File: config.mk
export PLATFORM = sky130hd
export DESIGN_NAME = uart_tx_scheduler
export DESIGN_NICKNAME = d
export VERILOG_FILES = /design/src/rtl/uart_pkg.sv /design/src/rtl/uart_rr_arbiter2.sv /design/src/rtl/uart_tx_scheduler.sv
export SDC_FILE = /design/constraint.sdc
export NUM_CORES = 1
export LEC_CHECK = 0
export BUFFER_PORTS_ARGS = -buffer_cell sky130_fd_sc_hd__clkbuf_2
export CAP_MARGIN = 20
export CORE_MARGIN = 2
export CORE_UTILIZATION = 35
export CTS_CLUSTER_SIZE = 28
export DETAILED_ROUTE_END_ITERATION = 8
export PLACE_DENSITY = 0.67
export SLEW_MARGIN = 40
export SYNTH_ARGS = -nofsm -noshare
export SYNTH_HDL_FRONTEND = slang
export SYNTH_HIERARCHICAL = 1
export SYNTH_SLANG_ARGS = --single-unit
File: constraint.sdc
create_clock -name clk -period 4.7 [get_ports clk]
set_clock_uncertainty 0.2 [all_clocks]
set_input_delay 0.47 -clock clk [delete_from_list [all_inputs] [get_ports clk]]
set_output_delay 0.47 -clock clk [all_outputs]
set_load 0.1 [all_outputs]
File: src/rtl/uart_pkg.sv
// Shared UART message definitions: scheduler state encoding, message geometry and byte order.
// The byte order is shared with the receive-side message buffer so both ends agree on framing.
package uart_pkg;

    localparam int MSG_W  = 16;
    localparam int BYTE_W = 8;

    // 1: the high byte goes on the wire first.
    localparam logic HIGH_BYTE_FIRST = 1'b1;

    localparam logic [2:0] ST_IDLE       = 3'd0;
    localparam logic [2:0] ST_STROBE     = 3'd1;
    localparam logic [2:0] ST_WAIT_START = 3'd2;
    localparam logic [2:0] ST_WAIT_DONE  = 3'd3;
    localparam logic [2:0] ST_FINISH     = 3'd4;
    localparam logic [2:0] ST_GAP        = 3'd5;

    function automatic logic [BYTE_W-1:0] msg_byte(input logic [MSG_W-1:0] msg, input logic idx);
        msg_byte = (idx == HIGH_BYTE_FIRST) ? msg[BYTE_W-1:0] : msg[MSG_W-1:BYTE_W];
    endfunction

endpackage

File: src/rtl/uart_rr_arbiter2.sv
// Two-way round-robin pick: the requester not granted last wins a tie.
// Latency: combinational; backpressure: none, the caller decides when to use the pick.
module uart_rr_arbiter2 (
    input  logic [1:0] req,
    input  logic       last_grant,
    output logic       grant_valid,
    output logic       grant_id
);

    always_comb begin
        grant_valid = |req;
        grant_id    = (req == 2'b11) ? ~last_grant : req[1];
    end

endmodule

File: src/rtl/uart_tx_scheduler.sv
// Round-robin sequencer sending each 16-bit request as two UART bytes, then an idle gap.
// Latency: tx_wr one cycle after grant; backpressure: waits on tx_busy, aborts if it never rises.
module uart_tx_scheduler
    import uart_pkg::*;
#(
    parameter int GAP_CYCLES    = 16,
    parameter int START_TIMEOUT = 64
) (
    input  logic              clk,
    input  logic              reset,
    input  logic [1:0]        req,
    input  logic [MSG_W-1:0]  msg0,
    input  logic [MSG_W-1:0]  msg1,
    output logic [1:0]        ack,
    output logic              err,
    output logic [BYTE_W-1:0] tx_data,
    output logic              tx_wr,
    input  logic              tx_busy,
    output logic              active
);

    localparam int TO_W  = $clog2(START_TIMEOUT + 1);
    localparam int GAP_W = $clog2(GAP_CYCLES + 1);

    logic [2:0]        state_q, state_d;
    logic              last_grant_q, last_grant_d;
    logic              grant_id_q, grant_id_d;
    logic [MSG_W-1:0]  msg_q, msg_d;
    logic              byte_idx_q, byte_idx_d;
    logic              abort_q, abort_d;
    logic [TO_W-1:0]   to_cnt_q, to_cnt_d;
    logic [GAP_W-1:0]  gap_q, gap_d;
    logic [1:0]        ack_q, ack_d;
    logic              err_q, err_d;
    logic              tx_wr_q, tx_wr_d;
    logic [BYTE_W-1:0] tx_data_q, tx_data_d;
    logic              active_q, active_d;

    logic arb_vld;
    logic arb_id;

    uart_rr_arbiter2 u_arb (
        .req         (req),
        .last_grant  (last_grant_q),
        .grant_valid (arb_vld),
        .grant_id    (arb_id)
    );

    always_comb begin
        state_d      = state_q;
        last_grant_d = last_grant_q;
        grant_id_d   = grant_id_q;
        msg_d        = msg_q;
        byte_idx_d   = byte_idx_q;
        abort_d      = abort_q;
        to_cnt_d     = to_cnt_q;
        gap_d        = gap_q;

        case (state_q)
            ST_IDLE: begin
                if (arb_vld) begin
                    msg_d      = arb_id ? msg1 : msg0;
                    grant_id_d = arb_id;
                    byte_idx_d = 1'b0;
                    state_d    = ST_STROBE;
                end
            end
            ST_STROBE: begin
                to_cnt_d = '0;
                state_d  = ST_WAIT_START;
            end
            ST_WAIT_START: begin
                if (tx_busy) begin
                    state_d = ST_WAIT_DONE;
                end else begin
                    if (to_cnt_q != TO_W'(START_TIMEOUT)) begin
                        to_cnt_d = to_cnt_q + TO_W'(1);
                    end
                    if (to_cnt_d == TO_W'(START_TIMEOUT)) begin
                        abort_d = 1'b1;
                        state_d = ST_FINISH;
                    end
                end
            end
            ST_WAIT_DONE: begin
                if (!tx_busy) begin
                    if (!byte_idx_q) begin
                        byte_idx_d = 1'b1;
                        state_d    = ST_STROBE;
                    end else begin
                        state_d = ST_FINISH;
                    end
                end
            end
            ST_FINISH: begin
                last_grant_d = grant_id_q;
                abort_d      = 1'b0;
                gap_d        = GAP_W'(GAP_CYCLES);
                state_d      = ST_GAP;
            end
            ST_GAP: begin
                if (gap_q <= GAP_W'(1)) begin
                    state_d = ST_IDLE;
                end else begin
                    gap_d = gap_q - GAP_W'(1);
                end
            end
            default: state_d = ST_IDLE;
        endcase

        // Outputs are registered, so they are decoded from the state being entered.
        tx_wr_d   = (state_d == ST_STROBE);
        tx_data_d = tx_data_q;
        if (state_d == ST_STROBE) begin
            tx_data_d = msg_byte(msg_d, byte_idx_d);
        end
        ack_d    = (state_d == ST_FINISH) ? (grant_id_q ? 2'b10 : 2'b01) : 2'b00;
        err_d    = (state_d == ST_FINISH) && abort_d;
        active_d = (state_d != ST_IDLE);
    end

    always_ff @(posedge clk) begin
        if (reset) begin
            state_q      <= ST_IDLE;
            last_grant_q <= 1'b1;
            grant_id_q   <= 1'b0;
            msg_q        <= '0;
            byte_idx_q   <= 1'b0;
            abort_q      <= 1'b0;
            to_cnt_q     <= '0;
            gap_q        <= '0;
            ack_q        <= '0;
            err_q        <= 1'b0;
            tx_wr_q      <= 1'b0;
            tx_data_q    <= '0;
            active_q     <= 1'b0;
        end else begin
            state_q      <= state_d;
            last_grant_q <= last_grant_d;
            grant_id_q   <= grant_id_d;
            msg_q        <= msg_d;
            byte_idx_q   <= byte_idx_d;
            abort_q      <= abort_d;
            to_cnt_q     <= to_cnt_d;
            gap_q        <= gap_d;
            ack_q        <= ack_d;
            err_q        <= err_d;
            tx_wr_q      <= tx_wr_d;
            tx_data_q    <= tx_data_d;
            active_q     <= active_d;
        end
    end

    assign ack     = ack_q;
    assign err     = err_q;
    assign tx_wr   = tx_wr_q;
    assign tx_data = tx_data_q;
    assign active  = active_q;

endmodule
==> metrics.txt, run 1 <==
# TYPE chip_impl_metric gauge
chip_impl_info{name="status",value="completed"} 1
chip_impl_metric{name="fin_tns_setup",unit="ns"} 0
chip_impl_info{name="synth_ff_type",value="sky130_fd_sc_hd__dfxtp_1"} 1
chip_impl_metric{name="hold_buf_count_cts",unit=""} 0
chip_impl_info{name="cp-end-kind",value="flip-flop"} 1
chip_impl_metric{name="yosysTopAreaCellShare",unit="%"} 39.73
chip_impl_metric{name="post_route_fraction_of_the_period_consumed_by_the_critical_path",unit="%"} 54.78
chip_impl_metric{name="finalSetupViolCount",unit=""} 0
chip_impl_metric{name="boundaryPins",unit=""} 50
chip_impl_metric{name="synth_xor_xnor_area_share",unit="%"} 2.535
chip_impl_metric{name="final_antenna_net_count",unit=""} 0
chip_impl_metric{name="clkTransAtPathRegs",unit="ns"} 0.08
chip_impl_metric{name="placeableCoreArea",unit="um^2"} 6756
chip_impl_metric{name="area.growth.synth_to_final",unit="%"} 17.12
chip_impl_metric{name="globalplace.congestion",unit=""} 0.7897
chip_impl_metric{name="worst_slew_pin_slew",unit="ns"} 0.7398
chip_impl_metric{name="grt_max_degree",unit=""} 40
chip_impl_metric{name="cp.arrival",unit="ns"} 2.62
chip_impl_metric{name="grt.total_usage",unit="%"} 13.92
chip_impl_metric{name="synth.net_count",unit=""} 311
chip_impl_metric{name="drt_first_pass_iters",unit=""} 4
chip_impl_metric{name="slew-limit-headroom",unit="%"} 50.68
chip_impl_metric{name="cts.sink_count",unit=""} 48
chip_impl_metric{name="drc_markers",unit=""} 0
chip_impl_metric{name="synth-compound-area-share",unit="%"} 18.05
chip_impl_metric{name="dr_total_vias",unit=""} 2029
chip_impl_info{name="crit_path_top_delay_cell",value="sky130_fd_sc_hd__a41oi_2"} 1
chip_impl_info{name="netlist_top_cells_area",value="sky130_fd_sc_hd__dfxtp_1, sky130_fd_sc_hd__mux2i_1, sky130_fd_sc_hd__nor2_1"} 1
chip_impl_info{name="timing.setup.critical_path_class",value="reg2reg"} 1
chip_impl_metric{name="detailed_place.area",unit="um^2"} 2740
chip_impl_metric{name="finalHoldViolations",unit=""} 0
chip_impl_metric{name="vias_per_cell",unit=""} 5.150
chip_impl_metric{name="initial_utilization",unit="%"} 35.80
chip_impl_info{name="crit_path_cell_trace",value="inv_1, ha_1, o21bai_1, a41oi_2, nor2_1, nor4_4, a32o_1"} 1
chip_impl_metric{name="synth.yosys.warnings",unit=""} 6
chip_impl_metric{name="clock_tree.htree_level_count",unit=""} 2
chip_impl_metric{name="first_pass_grt_wire_length",unit="um"} 8528
chip_impl_metric{name="vias_in_the_first_global_route",unit=""} 1925
chip_impl_info{name="min_path_type",value="reg2reg"} 1
chip_impl_metric{name="cp_num_buf_inv",unit=""} 1
chip_impl_metric{name="cts_repair_resize_count",unit=""} 0
chip_impl_metric{name="clockBufferDepth",unit=""} 2
chip_impl_metric{name="drive_gt1_share",unit="%"} 24.84
chip_impl_metric{name="minimum_period_implied_by_the_final_worst_setup_slack",unit="ns"} 2.575
chip_impl_metric{name="routed_wirelength",unit="um"} 4908
chip_impl_metric{name="vdd_drop_max",unit="V"} 0.0002921
chip_impl_metric{name="average_wire_per_standard_cell",unit="um"} 12.46
chip_impl_metric{name="whs",unit="ns"} 0.2831
chip_impl_metric{name="postCtsSetupRepairBufs",unit=""} 0
chip_impl_metric{name="netlist_instances",unit=""} 270
chip_impl_info{name="timing.critical_path.from_type",value="flip-flop"} 1
chip_impl_metric{name="post_route_standard_cell_area_excluding_fillers",unit="um^2"} 2833
chip_impl_metric{name="power.density",unit="nW/um^2"} 483.7
chip_impl_metric{name="antenna_fix_cells",unit=""} 0
chip_impl_metric{name="placementRows",unit=""} 30
chip_impl_info{name="layout_common_cells",value="sky130_fd_sc_hd__dfxtp_1, sky130_fd_sc_hd__clkbuf_2, sky130_fd_sc_hd__nor2_1, sky130_fd_sc_hd__mux2i_1, sky130_fd_sc_hd__nand2_1"} 1
chip_impl_info{name="synth_top_family_by_area",value="simple AND/OR/NAND/NOR gates"} 1
chip_impl_metric{name="synth-simple-area-share",unit="%"} 22.76
chip_impl_metric{name="synth_sequential_area_ratio",unit="%"} 39.73
chip_impl_metric{name="max-cap-violations",unit=""} 0
chip_impl_metric{name="power_leakage",unit="uW"} 0.001069
chip_impl_metric{name="slew_violations",unit=""} 0
chip_impl_metric{name="postSynthRegisterBits",unit=""} 48
chip_impl_metric{name="port-buffer-count",unit=""} 49
chip_impl_metric{name="post-dp-hpwl",unit="um"} 3610
chip_impl_metric{name="cp_max_fo",unit=""} 11
chip_impl_metric{name="initialDrtViolationCount",unit=""} 69
chip_impl_metric{name="postSynth.asyncResetShare",unit="%"} 0
chip_impl_metric{name="fmaxAchievable",unit="MHz"} 388.4
chip_impl_metric{name="syn-mean-instance-area",unit="um^2"} 8.958
chip_impl_info{name="cts_tree",value="built"} 1
chip_impl_metric{name="overflow_left_after_global_routing",unit=""} 0
chip_impl_metric{name="antenna_found_initial",unit=""} 0
chip_impl_metric{name="number_of_flops_mapped_to_enable_cells_by_yosys",unit=""} 0
chip_impl_info{name="synth_top_cell_by_area",value="sky130_fd_sc_hd__dfxtp_1"} 1
chip_impl_metric{name="number_of_nets_in_the_layout",unit=""} 354
chip_impl_metric{name="die-height",unit="um"} 87.13
chip_impl_metric{name="syn-cell-area",unit="um^2"} 2419
chip_impl_info{name="clk_root_buffer_cell",value="sky130_fd_sc_hd__clkbuf_8"} 1
chip_impl_metric{name="yosysUniqueCellTypes",unit=""} 48
chip_impl_metric{name="portion_of_netlist_area_occupied_by_mux_cells",unit="%"} 10.35
chip_impl_metric{name="fp.dieArea",unit="um^2"} 7591
chip_impl_info{name="grt_setup_unrepaired",value="no"} 1
chip_impl_info{name="critical-path-top-delay-family",value="compound AO/OA/AOI/OAI gates"} 1
chip_impl_metric{name="clkLatencyLatePin",unit="ns"} 0.30
chip_impl_metric{name="synth_fa_ha_area_share",unit="%"} 2.069
chip_impl_metric{name="cts-buffers-inserted",unit=""} 5
chip_impl_metric{name="cp.required",unit="ns"} 4.74
chip_impl_metric{name="die_span_x",unit="um"} 87.13
chip_impl_metric{name="delay_contributed_by_the_slowest_stage_of_the_critical_path",unit="ns"} 0.53
## state kept, by name, summed over array words and instances, names as in the netlist
signal        flops
grant_id_q        1
err               1
tx_wr             1
msg_q            16
to_cnt_q          7
tx_data           8
state_q           3
last_grant_q      1
byte_idx_q        1
abort_q           1
ack               2
active            1
gap_q             5
## where the power goes
| group | internal [uW] | total [uW] | switching [uW] | leakage (uW) |
|---|---|---|---|---|
| combinational | 159 | 584 | 425 | 0.000625 |
| clock | 118 | 252 | 134 | 0.0000510 |
| sequential | 486 | 534 | 48.3 | 0.000393 |
## path summary, 6_finish.rpt
path                            slack (ns)  cells after the start          to        from
worst min register to register        0.28                      1  tx_data[3]  tx_data[3]
worst min-delay path                  0.28                      1  tx_data[3]  tx_data[3]
worst max register to register        2.13                      7  tx_data[2]    gap_q[1]
worst max-delay path                  2.13                      7  tx_data[2]    gap_q[1]
## layout make-up
class	count	area, um^2
Fill cell	686	3924
Multi-Input combinational cell	196	1374
Sequential cell	48	960.9
Timing Repair Buffer	52	267.8
Tap cell	80	100.1
Clock buffer	6	82.58
Inverter	10	37.54
Clock inverter	2	10.01
## through the flow
step           instances  utilization [%]  setup WS [ns]  power [uW]
2_1_floorplan        270                -          2.406        1016
3_3_place_gp         386            40.33          1.937        1120
5_1_grt              394            41.93          1.886        1456
6_report             394            41.93          2.125        1370
3_5_place_dp         386            40.56          2.098        1133
4_1_cts              394            41.93          2.081        1384
## cell usage after synthesis (2+ instances only)
master and number:
sky130_fd_sc_hd__a211oi_1 11, sky130_fd_sc_hd__a21oi_1 13, sky130_fd_sc_hd__a21oi_2 2, sky130_fd_sc_hd__a311oi_1 3, sky130_fd_sc_hd__a32o_1 8, sky130_fd_sc_hd__buf_2 6
sky130_fd_sc_hd__clkbuf_1 8, sky130_fd_sc_hd__dfxtp_1 48, sky130_fd_sc_hd__ha_1 4, sky130_fd_sc_hd__inv_1 10, sky130_fd_sc_hd__mux2i_1 25, sky130_fd_sc_hd__nand2_1 17
sky130_fd_sc_hd__nand2b_1 6, sky130_fd_sc_hd__nand3_1 6, sky130_fd_sc_hd__nor2_1 40, sky130_fd_sc_hd__nor2b_1 4, sky130_fd_sc_hd__nor3_1 8, sky130_fd_sc_hd__nor3b_1 8
sky130_fd_sc_hd__nor4b_1 2, sky130_fd_sc_hd__o21ai_0 8, sky130_fd_sc_hd__xnor2_1 5, sky130_fd_sc_hd__xor2_1 2
## cells by family after synthesis
group | count (synthesis)
mux | 25
xor+xnor | 7
flops | 48
simple gates | 103
compound gates | 57
buf+inv | 26
fa+ha+maj | 4
## per-layer routing
layer  vias up  GRT usage, %  part of all wire (%)
li1       1049             -                     -
met1       927         16.47                    45
met2        44         24.29                    48
met3         9         3.318                   5.1
met4         0         5.315                   2.1
met5         -             0                     0
Note: power is estimated with default switching activity, not from simulation.
==> run 2, diff against run 1 <==
Clock period 4.7 ns to 2.7 ns, I/O delays scaled along.
==> run 2 against run 1 <==
Against the previous run:
- register-to-register slack got worse by 1.8 ns
- core utilization increased by 0.46 points
- routed wire length increased by 1.6%
- first-iteration DRC count increased by 30%
- sequential share of layout area decreased by 0.37 points
- fmax increased by 6.6%
- worst hold slack got worse by 0.19 ns
- via count increased by 0.44%
- largest power group unchanged
==> metrics.txt, run 2 (same netlist as run 1, synthesis figures left out) <==
# TYPE chip_impl_metric gauge
chip_impl_metric{name="worst_slew_pin_slew",unit="ns"} 0.6179
chip_impl_metric{name="dr_total_vias",unit=""} 2038
chip_impl_metric{name="power.density",unit="nW/um^2"} 840.3
chip_impl_metric{name="cp_max_fo",unit=""} 7
chip_impl_metric{name="routed_wirelength",unit="um"} 4987
chip_impl_metric{name="cp.required",unit="ns"} 2.72
chip_impl_metric{name="drt_first_pass_iters",unit=""} 4
chip_impl_metric{name="clock_tree.htree_level_count",unit=""} 2
chip_impl_metric{name="grt_max_degree",unit=""} 37
chip_impl_metric{name="area.growth.synth_to_final",unit="%"} 18.42
chip_impl_metric{name="postCtsSetupRepairBufs",unit=""} 0
chip_impl_info{name="status",value="completed"} 1
chip_impl_metric{name="cts.sink_count",unit=""} 48
chip_impl_metric{name="fmaxAchievable",unit="MHz"} 413.8
chip_impl_metric{name="cp.arrival",unit="ns"} 2.43
chip_impl_metric{name="placeableCoreArea",unit="um^2"} 6756
chip_impl_metric{name="hold_buf_count_cts",unit=""} 0
chip_impl_metric{name="finalHoldViolations",unit=""} 0
chip_impl_metric{name="grt.total_usage",unit="%"} 13.92
chip_impl_metric{name="die-height",unit="um"} 87.13
chip_impl_metric{name="flip_flop_count_of_the_largest_register_all_copies_and_words_added",unit=""} 16
chip_impl_metric{name="power_leakage",unit="uW"} 0.001089
chip_impl_metric{name="final_antenna_net_count",unit=""} 0
chip_impl_metric{name="post_route_fraction_of_the_period_consumed_by_the_critical_path",unit="%"} 89.50
chip_impl_metric{name="clkLatencyLatePin",unit="ns"} 0.30
chip_impl_metric{name="number_of_nets_in_the_layout",unit=""} 360
chip_impl_metric{name="die_span_x",unit="um"} 87.13
chip_impl_info{name="commonest_non_fill_non_tap_cell_in_the_layout",value="sky130_fd_sc_hd__clkbuf_2"} 1
chip_impl_metric{name="finalSetupViolCount",unit=""} 0
chip_impl_metric{name="numPlacedInstances",unit=""} 392
chip_impl_metric{name="stdcell_count",unit=""} 400
chip_impl_metric{name="slew-limit-headroom",unit="%"} 58.53
chip_impl_metric{name="overflow_left_after_global_routing",unit=""} 0
chip_impl_metric{name="fin_tns_setup",unit="ns"} 0
chip_impl_metric{name="max-cap-violations",unit=""} 0
chip_impl_metric{name="antenna_found_initial",unit=""} 0
chip_impl_metric{name="whs",unit="ns"} 0.08981
chip_impl_metric{name="final.setup.worst_slack",unit="ns"} 0.2835
chip_impl_metric{name="minimum_period_implied_by_the_final_worst_setup_slack",unit="ns"} 2.416
chip_impl_info{name="layout_common_cells",value="sky130_fd_sc_hd__clkbuf_2, sky130_fd_sc_hd__dfxtp_1, sky130_fd_sc_hd__nor2_1, sky130_fd_sc_hd__mux2i_1, sky130_fd_sc_hd__nand2_1"} 1
chip_impl_metric{name="vdd_drop_max",unit="V"} 0.0004498
chip_impl_info{name="max_flop_register",value="msg_q"} 1
chip_impl_info{name="cp-end-kind",value="flip-flop"} 1
chip_impl_info{name="cts_tree",value="built"} 1
chip_impl_metric{name="post-dp-hpwl",unit="um"} 3686
chip_impl_metric{name="globalplace.congestion",unit=""} 0.8118
chip_impl_metric{name="vias_per_cell",unit=""} 5.095
chip_impl_metric{name="drive_gt1_share",unit="%"} 25.62
chip_impl_metric{name="clockBufferDepth",unit=""} 2
chip_impl_metric{name="place_ws",unit="ns"} 0.2899
chip_impl_metric{name="initial_utilization",unit="%"} 35.80
chip_impl_metric{name="slew_violations",unit=""} 0
chip_impl_info{name="timing.critical_path.from_type",value="flip-flop"} 1
chip_impl_metric{name="placementRows",unit=""} 30
chip_impl_metric{name="vias_in_the_first_global_route",unit=""} 1913
chip_impl_info{name="min_path_type",value="in2reg"} 1
chip_impl_info{name="grt_setup_unrepaired",value="no"} 1
chip_impl_info{name="timing.setup.critical_path_class",value="reg2reg"} 1
chip_impl_metric{name="initialDrtViolationCount",unit=""} 90
chip_impl_info{name="clk_root_buffer_cell",value="sky130_fd_sc_hd__clkbuf_8"} 1
chip_impl_metric{name="cts_repair_resize_count",unit=""} 0
chip_impl_metric{name="drc_markers",unit=""} 0
chip_impl_metric{name="average_wire_per_standard_cell",unit="um"} 12.47
chip_impl_metric{name="cts-buffers-inserted",unit=""} 5
chip_impl_metric{name="fp.dieArea",unit="um^2"} 7591
chip_impl_metric{name="clkTransAtPathRegs",unit="ns"} 0.09
chip_impl_metric{name="first_pass_grt_wire_length",unit="um"} 8404
chip_impl_metric{name="boundaryPins",unit=""} 50
chip_impl_metric{name="antenna_fix_cells",unit=""} 0
chip_impl_metric{name="port-buffer-count",unit=""} 49
## run 2: cell count changes in the layout (fill, tap and decap cells not counted), sizes merged
cell,change
clkinvlp,+1
buf,+5
clkbuf,+2
clkinv,-2
## run 2: area by class of cell
class	count	area [um^2]
clock buffer	7	86.33
sequential	48	960.9
multi-input combinational	196	1359
inverter	10	37.54
timing repair buffer	58	312.8
tap	80	100.1
fill	687	3892
clock inverter	1	7.507
## run 2: metal layers
metal | wire length (um) | vias up | track usage, %
met5 | 0 | - | 0
met4 | 59 | 0 | 5.035
met3 | 198 | 6 | 2.749
met2 | 2466 | 48 | 25.19
met1 | 2263 | 920 | 16.19
li1 | - | 1064 | -
## run 2: path summary, 6_finish.rpt
kind,start,end,slack (ns),cells past startpoint
hold / removal,msg0[4],msg_q[4],0.09,3
setup / recovery,to_cnt_q[0],ack[1],0.28,6
setup reg to reg,to_cnt_q[0],ack[1],0.28,6
hold reg to reg,tx_data[0],tx_data[0],0.28,1
## run 2: power breakdown
part	internal (uW)	leakage [uW]	switching, uW
combinational	292	0.000651	745
sequential	846	0.000393	80.2
clock	208	0.0000445	235
total	1350	0.00109	1060
## run 2: per-stage QoR
| stage | util [%] | cell area (um^2) | power [uW] |
|---|---|---|---|
| global placement | 41.00 | 2770 | 1968 |
| global route | 42.39 | 2864 | 2551 |
| detailed placement | 41.00 | 2770 | 1986 |
| CTS | 42.39 | 2864 | 2435 |
| floorplan | - | 2419 | 1769 |
| finish | 42.39 | 2864 | 2407 |
## run 2: worst max-delay path: stages, from the launching register on
cell	delay (ns)
sky130_fd_sc_hd__dfxtp_1	0.43
sky130_fd_sc_hd__ha_1	0.33
sky130_fd_sc_hd__xnor2_1	0.09
sky130_fd_sc_hd__or4_4	0.49
sky130_fd_sc_hd__a2111oi_4	0.37
sky130_fd_sc_hd__a21boi_2	0.14
sky130_fd_sc_hd__nor4b_2	0.27
==> run 3, diff against run 2 <==
Settings changed: PLACE_DENSITY 0.67 to not set, PLACE_DENSITY_LB_ADDON set to 0.2.
==> run 3 against run 2 <==
Against the previous run:
- combinational power barely moved
- cell area did not move
- non-clock buffer count stayed put
==> metrics.txt, run 3 (same netlist as run 1, synthesis figures left out) <==
# TYPE chip_impl_metric gauge
chip_impl_metric{name="vdd_drop_max",unit="V"} 0.0004790
chip_impl_metric{name="hold_buf_count_cts",unit=""} 0
chip_impl_metric{name="post_route_fraction_of_the_period_consumed_by_the_critical_path",unit="%"} 91.84
chip_impl_metric{name="finalSetupViolCount",unit=""} 0
chip_impl_info{name="cts_tree",value="built"} 1
chip_impl_metric{name="slew-limit-headroom",unit="%"} 60.76
chip_impl_metric{name="dr_total_vias",unit=""} 2038
chip_impl_metric{name="post-dp-hpwl",unit="um"} 3827
chip_impl_metric{name="final.setup.worst_slack",unit="ns"} 0.2204
chip_impl_metric{name="antenna_found_initial",unit=""} 0
chip_impl_metric{name="fp.dieArea",unit="um^2"} 7591
chip_impl_metric{name="clkLatencyLatePin",unit="ns"} 0.30
chip_impl_metric{name="grt.total_usage",unit="%"} 14.86
chip_impl_metric{name="number_of_nets_in_the_layout",unit=""} 360
chip_impl_metric{name="final_core_utilization",unit="%"} 42.39
chip_impl_metric{name="clockBufferDepth",unit=""} 2
chip_impl_metric{name="share_seq_of_total_power",unit="%"} 38.2
chip_impl_metric{name="finalHoldViolations",unit=""} 0
chip_impl_metric{name="initial_utilization",unit="%"} 35.80
chip_impl_metric{name="first_pass_grt_wire_length",unit="um"} 8845
chip_impl_metric{name="max-cap-violations",unit=""} 0
chip_impl_metric{name="area.growth.synth_to_final",unit="%"} 18.42
chip_impl_metric{name="drc_markers",unit=""} 0
chip_impl_metric{name="combinationalPowerShare",unit="%"} 42.7
chip_impl_metric{name="cp.arrival",unit="ns"} 2.51
chip_impl_metric{name="power.clock.fraction",unit="%"} 19.1
chip_impl_metric{name="cts.sink_count",unit=""} 48
chip_impl_metric{name="slew_violations",unit=""} 0
chip_impl_metric{name="routed_wirelength",unit="um"} 5206
chip_impl_metric{name="drt_first_pass_iters",unit=""} 4
chip_impl_info{name="max_flop_register",value="msg_q"} 1
chip_impl_metric{name="postCtsSetupRepairBufs",unit=""} 0
chip_impl_metric{name="power_leakage",unit="uW"} 0.001089
chip_impl_metric{name="post_route_standard_cell_area_excluding_fillers",unit="um^2"} 2864
chip_impl_metric{name="placementRows",unit=""} 30
chip_impl_metric{name="overflow_left_after_global_routing",unit=""} 0
chip_impl_metric{name="cp_max_fo",unit=""} 7
chip_impl_metric{name="globalplace.congestion",unit=""} 0.7923
chip_impl_metric{name="flip_flop_count_of_the_largest_register_all_copies_and_words_added",unit=""} 16
chip_impl_metric{name="internal_power",unit="uW"} 1347
chip_impl_metric{name="detailed_place.area",unit="um^2"} 2770
chip_impl_info{name="clk_root_buffer_cell",value="sky130_fd_sc_hd__clkbuf_8"} 1
chip_impl_metric{name="regToRegSetupSlack",unit="ns"} 0.22
chip_impl_metric{name="clkTransAtPathRegs",unit="ns"} 0.10
chip_impl_metric{name="die-height",unit="um"} 87.13
chip_impl_info{name="min_path_type",value="in2reg"} 1
chip_impl_metric{name="cp.required",unit="ns"} 2.73
chip_impl_metric{name="place_ws",unit="ns"} 0.2406
chip_impl_metric{name="worst_slew_pin_slew",unit="ns"} 0.5842
chip_impl_metric{name="cts_repair_resize_count",unit=""} 0
chip_impl_info{name="status",value="completed"} 1
chip_impl_info{name="timing.critical_path.from_type",value="flip-flop"} 1
chip_impl_metric{name="antenna_fix_cells",unit=""} 0
chip_impl_info{name="grt_setup_unrepaired",value="no"} 1
chip_impl_metric{name="final_antenna_net_count",unit=""} 0
chip_impl_metric{name="drive_gt1_share",unit="%"} 25.62
chip_impl_metric{name="switching_share",unit="%"} 44.54
chip_impl_metric{name="grt_max_degree",unit=""} 37
chip_impl_info{name="timing.setup.critical_path_class",value="reg2reg"} 1
chip_impl_metric{name="fmaxAchievable",unit="MHz"} 403.3
chip_impl_metric{name="power_switching",unit="uW"} 1081
chip_impl_info{name="layout_common_cells",value="sky130_fd_sc_hd__clkbuf_2, sky130_fd_sc_hd__dfxtp_1, sky130_fd_sc_hd__nor2_1, sky130_fd_sc_hd__mux2i_1, sky130_fd_sc_hd__nand2_1"} 1
chip_impl_info{name="cp-end-kind",value="flip-flop"} 1
chip_impl_metric{name="placeableCoreArea",unit="um^2"} 6756
chip_impl_metric{name="initialDrtViolationCount",unit=""} 128
chip_impl_metric{name="power.density",unit="nW/um^2"} 847.8
chip_impl_metric{name="port-buffer-count",unit=""} 49
chip_impl_metric{name="fin_tns_setup",unit="ns"} 0
chip_impl_metric{name="average_wire_per_standard_cell",unit="um"} 13.02
chip_impl_metric{name="vias_in_the_first_global_route",unit=""} 1882
chip_impl_metric{name="die_span_x",unit="um"} 87.13
chip_impl_metric{name="minimum_period_implied_by_the_final_worst_setup_slack",unit="ns"} 2.480
chip_impl_metric{name="cts-buffers-inserted",unit=""} 5
chip_impl_metric{name="vias_per_cell",unit=""} 5.095
chip_impl_info{name="commonest_non_fill_non_tap_cell_in_the_layout",value="sky130_fd_sc_hd__clkbuf_2"} 1
chip_impl_metric{name="boundaryPins",unit=""} 50
chip_impl_metric{name="clock_tree.htree_level_count",unit=""} 2
-- run 3: cell counts in the layout (fill, tap and decap cells not counted) --
No cell type changed its count.
-- run 3: worst paths after layout --
| kind | depth (start not counted) | from | end |
|---|---|---|---|
| setup / recovery | 6 | to_cnt_q[0] | ack[1] |
| hold / removal | 3 | msg0[4] | msg_q[4] |
| setup reg to reg | 6 | to_cnt_q[0] | ack[1] |
| hold reg to reg | 1 | tx_data[7] | tx_data[7] |
-- run 3: area by class of cell --
type                    count  area (um^2)
repair buffers             58        312.8
well taps                  80        100.1
clock inverters             1        7.507
inverters                  10        37.54
multi-input cells         196         1359
fillers                   695         3892
flip-flops and latches     48        960.9
clock buffers               7        86.33
-- run 3: power groups by stage --
stage / clock network, uW / logic (uW) / registers [uW]
5_1_grt: 505 / 1130 / 943
3_5_place_dp: 0 / 1050 / 943
6_report: 464 / 1040 / 927
2_1_floorplan: 0 / 491 / 1280
4_1_cts: 471 / 1050 / 928
3_3_place_gp: 0 / 1040 / 943
-- run 3: critical path, stage by stage, from the launching register on --
cell and delay, ns:
sky130_fd_sc_hd__dfxtp_1 0.45, sky130_fd_sc_hd__ha_1 0.34, sky130_fd_sc_hd__xnor2_1 0.10, sky130_fd_sc_hd__or4_4 0.50, sky130_fd_sc_hd__a2111oi_4 0.37, sky130_fd_sc_hd__a21boi_2 0.15
sky130_fd_sc_hd__nor4b_2 0.28
-- run 3: stage by stage --
step	power (uW)	hold slack [ns]	std cells
final	2428	0.08388	400
after global routing	2575	0.1148	400
after CTS	2449	0.08160	400
after detailed placement	1990	0.2593	392
after global placement	1982	0.2531	392
after floorplan	1769	0.1730	270
-- run 3: layer usage --
metal / vias to the layer above / global-route usage [%] / routed length [um] / part of all wire [%]
met5: - / 0 / 0 / 0
met4: 0 / 5.035 / 62 / 1.2
met3: 4 / 4.265 / 323 / 6.2
met2: 47 / 23.80 / 2385 / 46
met1: 922 / 19.18 / 2434 / 47
li1: 1065 / - / - / -
